### config.mk
export PLATFORM = sky130hd
export DESIGN_NAME = ts_write_sched
export DESIGN_NICKNAME = d
export VERILOG_FILES = /design/src/rtl/ts_write_sched.sv
export SDC_FILE = /design/constraint.sdc
export NUM_CORES = 1
export LEC_CHECK = 0
export ABC_AREA = 1
export BUFFER_PORTS_ARGS = -buffer_cell sky130_fd_sc_hd__buf_2
export CAP_MARGIN = 20
export CORE_ASPECT_RATIO = 1.5
export CORE_MARGIN = 5
export CORE_UTILIZATION = 58
export DETAILED_ROUTE_END_ITERATION = 12
export PLACE_DENSITY_LB_ADDON = 0.3
export REMOVE_ABC_BUFFERS = 1
export SYNTH_ARGS = -nofsm -noshare
export SYNTH_HDL_FRONTEND = slang
export SYNTH_SLANG_ARGS = --single-unit
### constraint.sdc
create_clock -name CLK -period 3.3 [get_ports CLK]
set_input_delay 0.825 -clock CLK [delete_from_list [all_inputs] [get_ports CLK]]
set_output_delay 0.825 -clock CLK [all_outputs]
set_load 0.02 [all_outputs]
### src/rtl/ts_write_sched.sv
// TurboSound write scheduler: queues CPU port writes, replays them to one of two
// YM2203 chips on CE_CPU ticks with enforced spacing, and decodes F8h-FFh control bytes.
module ts_write_sched #(
  parameter int unsigned DEPTH = 8,
  parameter int unsigned GAP   = 3
) (
  input  logic       CLK,
  input  logic       RESET_N,
  input  logic       CE_CPU,
  input  logic       WR,
  input  logic       A0,
  input  logic [7:0] DI,
  output logic [7:0] DO,
  output logic       YM_A0,
  output logic [7:0] YM_DI,
  output logic [1:0] YM_WE,
  input  logic [7:0] DO0,
  input  logic [7:0] DO1,
  output logic       FM_ENA,
  output logic       BUSY,
  output logic       OVF
);

  localparam int unsigned AW = $clog2(DEPTH);
  localparam int unsigned GW = (GAP > 0) ? $clog2(GAP + 1) : 1;
  localparam logic [AW:0] FULL_CNT = (AW + 1)'(DEPTH);

  typedef enum logic [1:0] {
    S_IDLE,
    S_ISSUE,
    S_GAP
  } state_t;

  state_t        state_q, state_d;
  logic [GW-1:0] gap_q, gap_d;

  logic [8:0]    mem_q [DEPTH];
  logic [AW-1:0] wr_ptr_q, wr_ptr_d;
  logic [AW-1:0] rd_ptr_q, rd_ptr_d;
  logic [AW:0]   count_q, count_d;

  logic          sel_q, sel_d;
  logic          stat_q, stat_d;
  logic          fm_q, fm_d;
  logic          ovf_q, ovf_d;
  logic          ym_a0_q, ym_a0_d;
  logic [7:0]    ym_di_q, ym_di_d;
  logic [1:0]    ym_we_q, ym_we_d;

  logic [8:0]    head;
  logic          head_cmd;
  logic          full;
  logic          pop;
  logic          push;
  logic          busy;

  assign head     = mem_q[rd_ptr_q];
  assign head_cmd = ~head[8] && (head[7:3] == 5'b11111);
  assign full     = (count_q == FULL_CNT);
  assign pop      = (state_q == S_IDLE) && CE_CPU && (count_q != '0) && (gap_q == '0);
  // A full FIFO still takes the write when the head leaves in the same CLK.
  assign push     = WR && (!full || pop);
  assign busy     = (count_q != '0) || (gap_q != '0);

  always_comb begin
    state_d  = state_q;
    gap_d    = gap_q;
    wr_ptr_d = wr_ptr_q;
    rd_ptr_d = rd_ptr_q;
    count_d  = count_q;
    sel_d    = sel_q;
    stat_d   = stat_q;
    fm_d     = fm_q;
    ovf_d    = ovf_q;
    ym_a0_d  = ym_a0_q;
    ym_di_d  = ym_di_q;
    ym_we_d  = '0;

    if (push) begin
      wr_ptr_d = wr_ptr_q + AW'(1);
    end
    if (pop) begin
      rd_ptr_d = rd_ptr_q + AW'(1);
    end
    case ({push, pop})
      2'b10:   count_d = count_q + (AW + 1)'(1);
      2'b01:   count_d = count_q - (AW + 1)'(1);
      default: count_d = count_q;
    endcase

    if (WR && full && !pop) begin
      ovf_d = 1'b1;
    end

    // The gap counter is armed at the issue edge so BUSY stays high through ISSUE.
    case (state_q)
      S_IDLE: begin
        if (pop) begin
          state_d = S_ISSUE;
          if (head_cmd) begin
            sel_d  = ~head[0];
            stat_d = ~head[1];
            fm_d   = ~head[2];
          end else begin
            ym_a0_d = head[8];
            ym_di_d = head[7:0];
            ym_we_d = sel_q ? 2'b10 : 2'b01;
            gap_d   = GW'(GAP);
          end
        end
      end
      S_ISSUE: begin
        state_d = (gap_q != '0) ? S_GAP : S_IDLE;
      end
      S_GAP: begin
        if (gap_q == '0) begin
          state_d = S_IDLE;
        end else if (CE_CPU) begin
          gap_d = gap_q - GW'(1);
          if (gap_q == GW'(1)) begin
            state_d = S_IDLE;
          end
        end
      end
      default: begin
        state_d = S_IDLE;
      end
    endcase
  end

  always_ff @(posedge CLK) begin
    if (!RESET_N) begin
      state_q  <= S_IDLE;
      gap_q    <= '0;
      wr_ptr_q <= '0;
      rd_ptr_q <= '0;
      count_q  <= '0;
      sel_q    <= 1'b0;
      stat_q   <= 1'b0;
      fm_q     <= 1'b1;
      ovf_q    <= 1'b0;
      ym_a0_q  <= 1'b0;
      ym_di_q  <= '0;
      ym_we_q  <= '0;
    end else begin
      state_q  <= state_d;
      gap_q    <= gap_d;
      wr_ptr_q <= wr_ptr_d;
      rd_ptr_q <= rd_ptr_d;
      count_q  <= count_d;
      sel_q    <= sel_d;
      stat_q   <= stat_d;
      fm_q     <= fm_d;
      ovf_q    <= ovf_d;
      ym_a0_q  <= ym_a0_d;
      ym_di_q  <= ym_di_d;
      ym_we_q  <= ym_we_d;
    end
  end

  // Storage needs no reset: entries are only read while the count is non-zero.
  always_ff @(posedge CLK) begin
    if (RESET_N && push) begin
      mem_q[wr_ptr_q] <= {A0, DI};
    end
  end

  always_comb begin
    if (stat_q) begin
      DO = {fm_q, 6'b000000, busy};
    end else if (sel_q) begin
      DO = DO1;
    end else begin
      DO = DO0;
    end
  end

  assign YM_A0  = ym_a0_q;
  assign YM_DI  = ym_di_q;
  assign YM_WE  = ym_we_q;
  assign FM_ENA = fm_q;
  assign BUSY   = busy;
  assign OVF    = ovf_q;

endmodule

==> flow_metrics.env <==
export IMPL_final_antenna_net_count=0
export IMPL_p_total_mw=3.90
export IMPL_dpl_hpwl_um=7250
export IMPL_share_of_synthesized_flip_flops_with_an_asynchronous_set_or_reset_pct=0
export IMPL_numPortBuffers=50
export IMPL_antenna_found_initial=0
export IMPL_initial_utilization_pct=59.4
export IMPL_fillerInstances=614
export IMPL_route_detailed_drc=0
export IMPL_die_outline_area_um2=9690
export IMPL_synth_top_cells_by_area="sky130_fd_sc_hd__edfxtp_1, sky130_fd_sc_hd__dfxtp_1, sky130_fd_sc_hd__nand2_1"
export IMPL_irDropWorstVdd_uv=497
export IMPL_yosysSeqAreaShare_pct=62.0
export IMPL_timing_clock_skew_ps=8.06
export IMPL_final_min_period_over_clock_period_pct=73.3
export IMPL_yosysTopAreaCell="sky130_fd_sc_hd__edfxtp_1"
export IMPL_worstMarginPinSlew_ps=542
export IMPL_outcome="completed"
export IMPL_layout_nets=570
export IMPL_power_share_switching_pct=34.8
export IMPL_p_int_mw=2.54
export IMPL_floorplan_io_pins=51
export IMPL_die_x_um=82.1
export IMPL_worstSkewPairLatency_ps=340
export IMPL_yosysTopAreaCellShare_pct=47.9
export IMPL_cts_max_level=3
export IMPL_overflow=0
export IMPL_worst_setup_hold_path_clk_slew_ps=60
export IMPL_cell_mode_on_critical_path="sky130_fd_sc_hd__nand2_1"
export IMPL_cts_tree="built"
export IMPL_gp_congestion=0.882
export IMPL_syn_avg_cell_area_um2=9.41
export IMPL_synthesis_area_um2=4520
export IMPL_worstPathMaxFanout=4
export IMPL_setup_crit_path_kind="flip-flop to output pin"
export IMPL_cts_resized_gates=0
export IMPL_timing_critical_path_arrival_ps=1590
export IMPL_fp_dieH_um=118
export IMPL_viasPerCell=5.19
export IMPL_ctsHoldBuffers=0
export IMPL_p_comb_share_pct=31.1
export IMPL_worst_path_max_delay_cell="sky130_fd_sc_hd__dfxtp_1"
export IMPL_edff_count_synth=72
export IMPL_crit_path_largest_cell_delay_ps=310
export IMPL_min_path_type="flip-flop to flip-flop"
export IMPL_drt_iter0_drc=187
export IMPL_rsz_0062_raised_after_global_routing="no"
export IMPL_clock_fmax_ghz=0.413
export IMPL_ys_warnings_count=0
export IMPL_drv_cap=0
export IMPL_clkSinkCount=104
export IMPL_synth_common_cells="sky130_fd_sc_hd__nand2_1, sky130_fd_sc_hd__edfxtp_1, sky130_fd_sc_hd__nor2_1"
export IMPL_layout_drive_gt1_share_pct=15.9
export IMPL_rows=39
export IMPL_postSynthCellCount=480
export IMPL_setup_tns_ps=0
export IMPL_dpl_worst_slack_ps=783
export IMPL_yosys_cell_types_count=29
export IMPL_post_cts_setup_buffers=0
export IMPL_via_count=3339
export IMPL_wire_per_inst_um=15.6
export IMPL_relSlewSlack_pct=63.8
export IMPL_power_sequential_fraction_pct=40.5
export IMPL_critPathRequiredTime_ps=2470
export IMPL_critPathLaunchType="flip-flop"
export IMPL_maximum_number_of_pins_on_one_net_before_global_route_repair=36
export IMPL_total_switching_power_mw=1.36
export IMPL_power_per_cell_area_nw_per_um2=753
export IMPL_clock_tree_buffer_depth=2
export IMPL_clockPowerShare_pct=28.4
export IMPL_firstDrtPassIters=4
export IMPL_placedInstanceArea_um2=4870
export IMPL_diodes=0
export IMPL_p_leak_nw=2.22
export IMPL_number_of_register_bits_inferred_by_synthesis=104
export IMPL_grt_first_pass_wirelength_um=15500
export IMPL_fin_area_um2=5180
export IMPL_synth_most_common_cell="sky130_fd_sc_hd__nand2_1"
export IMPL_totalWireLength_um=10000
export IMPL_period_needed_ps=2420
export IMPL_critPathTopFamily="simple AND/OR/NAND/NOR gates"
export IMPL_tritoncts_num_buffers=9
export IMPL_setup_violations_final=0
export IMPL_postSynth_topFlopCell="sky130_fd_sc_hd__edfxtp_1"
export IMPL_p_r_area_growth_vs_syn_pct=14.7
export IMPL_clock_tree_root_cell="sky130_fd_sc_hd__clkbuf_16"
export IMPL_core_um2=7610
export IMPL_endpoint_kind_of_the_worst_setup_timing_path="output pin"
export IMPL_final_hold_violation_count=0
export IMPL_timing_critical_path_cells="inv_1 -> nand3_1 -> nor2_1 -> nand2_1 -> nand2_1 -> o21ai_0 -> buf_2"
export IMPL_first_global_vias=3185
export IMPL_slew_violations=0
export IMPL_fin_ws_ps=881
export IMPL_grtUsageTotal_pct=22.0
export IMPL_critPathBufInv=2
-- state kept, by name, summed over array words and instances, names as in the netlist, named ones only --
name	cells
mem_q	72
YM_DI	8
count_q	4
rd_ptr_q	3
wr_ptr_q	3
YM_WE	2
gap_q	2
state_q	2
FM_ENA	1
OVF	1
YM_A0	1
sel_q	1
stat_q	1
-- worst paths after layout --
path	start	to	slack [ps]	cells past startpoint
worst min-delay path	OVF	OVF	450	2
worst max-delay path	count_q[1]	DO[0]	880	7
worst min register to register	OVF	OVF	450	2
worst max register to register	gap_q[1]	mem_q[0][0]	1120	9
-- worst min-delay path: stages (launching register included) --
cell	delay (ps)
sky130_fd_sc_hd__dfxtp_1	310
sky130_fd_sc_hd__inv_1	50
sky130_fd_sc_hd__a21oi_1	50
-- logic make-up after synthesis --
family | count (synthesis) | synth area share (%)
compound gates | 54 | 6.40
simple gates | 237 | 22.2
flops | 104 | 62.0
xor+xnor | 3 | 0.582
buf+inv | 77 | 7.39
fa+ha+maj | 5 | 1.38
-- metal layers --
layer	track usage (%)	vias to the layer above	part of all wire (%)	wire [µm]
li1	-	1681	-	-
met1	24.7	1520	39	3910
met2	38.0	114	53	5280
met3	4.67	24	5.2	519
met4	11.0	0	3.2	319
met5	0	-	0	0
-- metrics by stage --
step                instances  utilization [%]  hold WS [ps]
floorplan                 465                -           412
global placement          627             64.0           421
detailed placement        627             64.0           432
CTS                       643             68.1           452
global route              643             68.1           470
finish                    643             68.1           453
-- area by class of cell --
cell class	count	area [µm²]	area share, %
sequential	104	2800	54.1
multi-input combinational	299	1380	26.7
timing repair buffer	60	325	6.28
inverter	62	233	4.49
clock buffer	10	229	4.42
tap	102	128	2.46
clock inverter	6	82.6	1.59
-- cells in the final DEF (no fill, tap or decap), drive strengths merged --
cell    count
nor2       72
dfxtp      32
edfxtp     72
clkinv      5
a21oi      13
ha          5
nor3        6
nand2     114
o31ai       1
o21a        1
a211oi      1
inv        61
buf        60
bufinv      2
xor2        3
clkbuf     10
o22ai       6
o21ai      32
nand3      45
-- power by group through the flow --
stage                     combinational, mW  clock, mW  sequential (mW)
after global routing                   1.36       1.19             1.60
final                                  1.21       1.11             1.58
after CTS                              1.22       1.13             1.58
after global placement                 1.19          0             1.61
after detailed placement               1.21          0             1.61
after floorplan                       0.743          0             1.71
No activity file was read; power rests on OpenSTA's default activity.
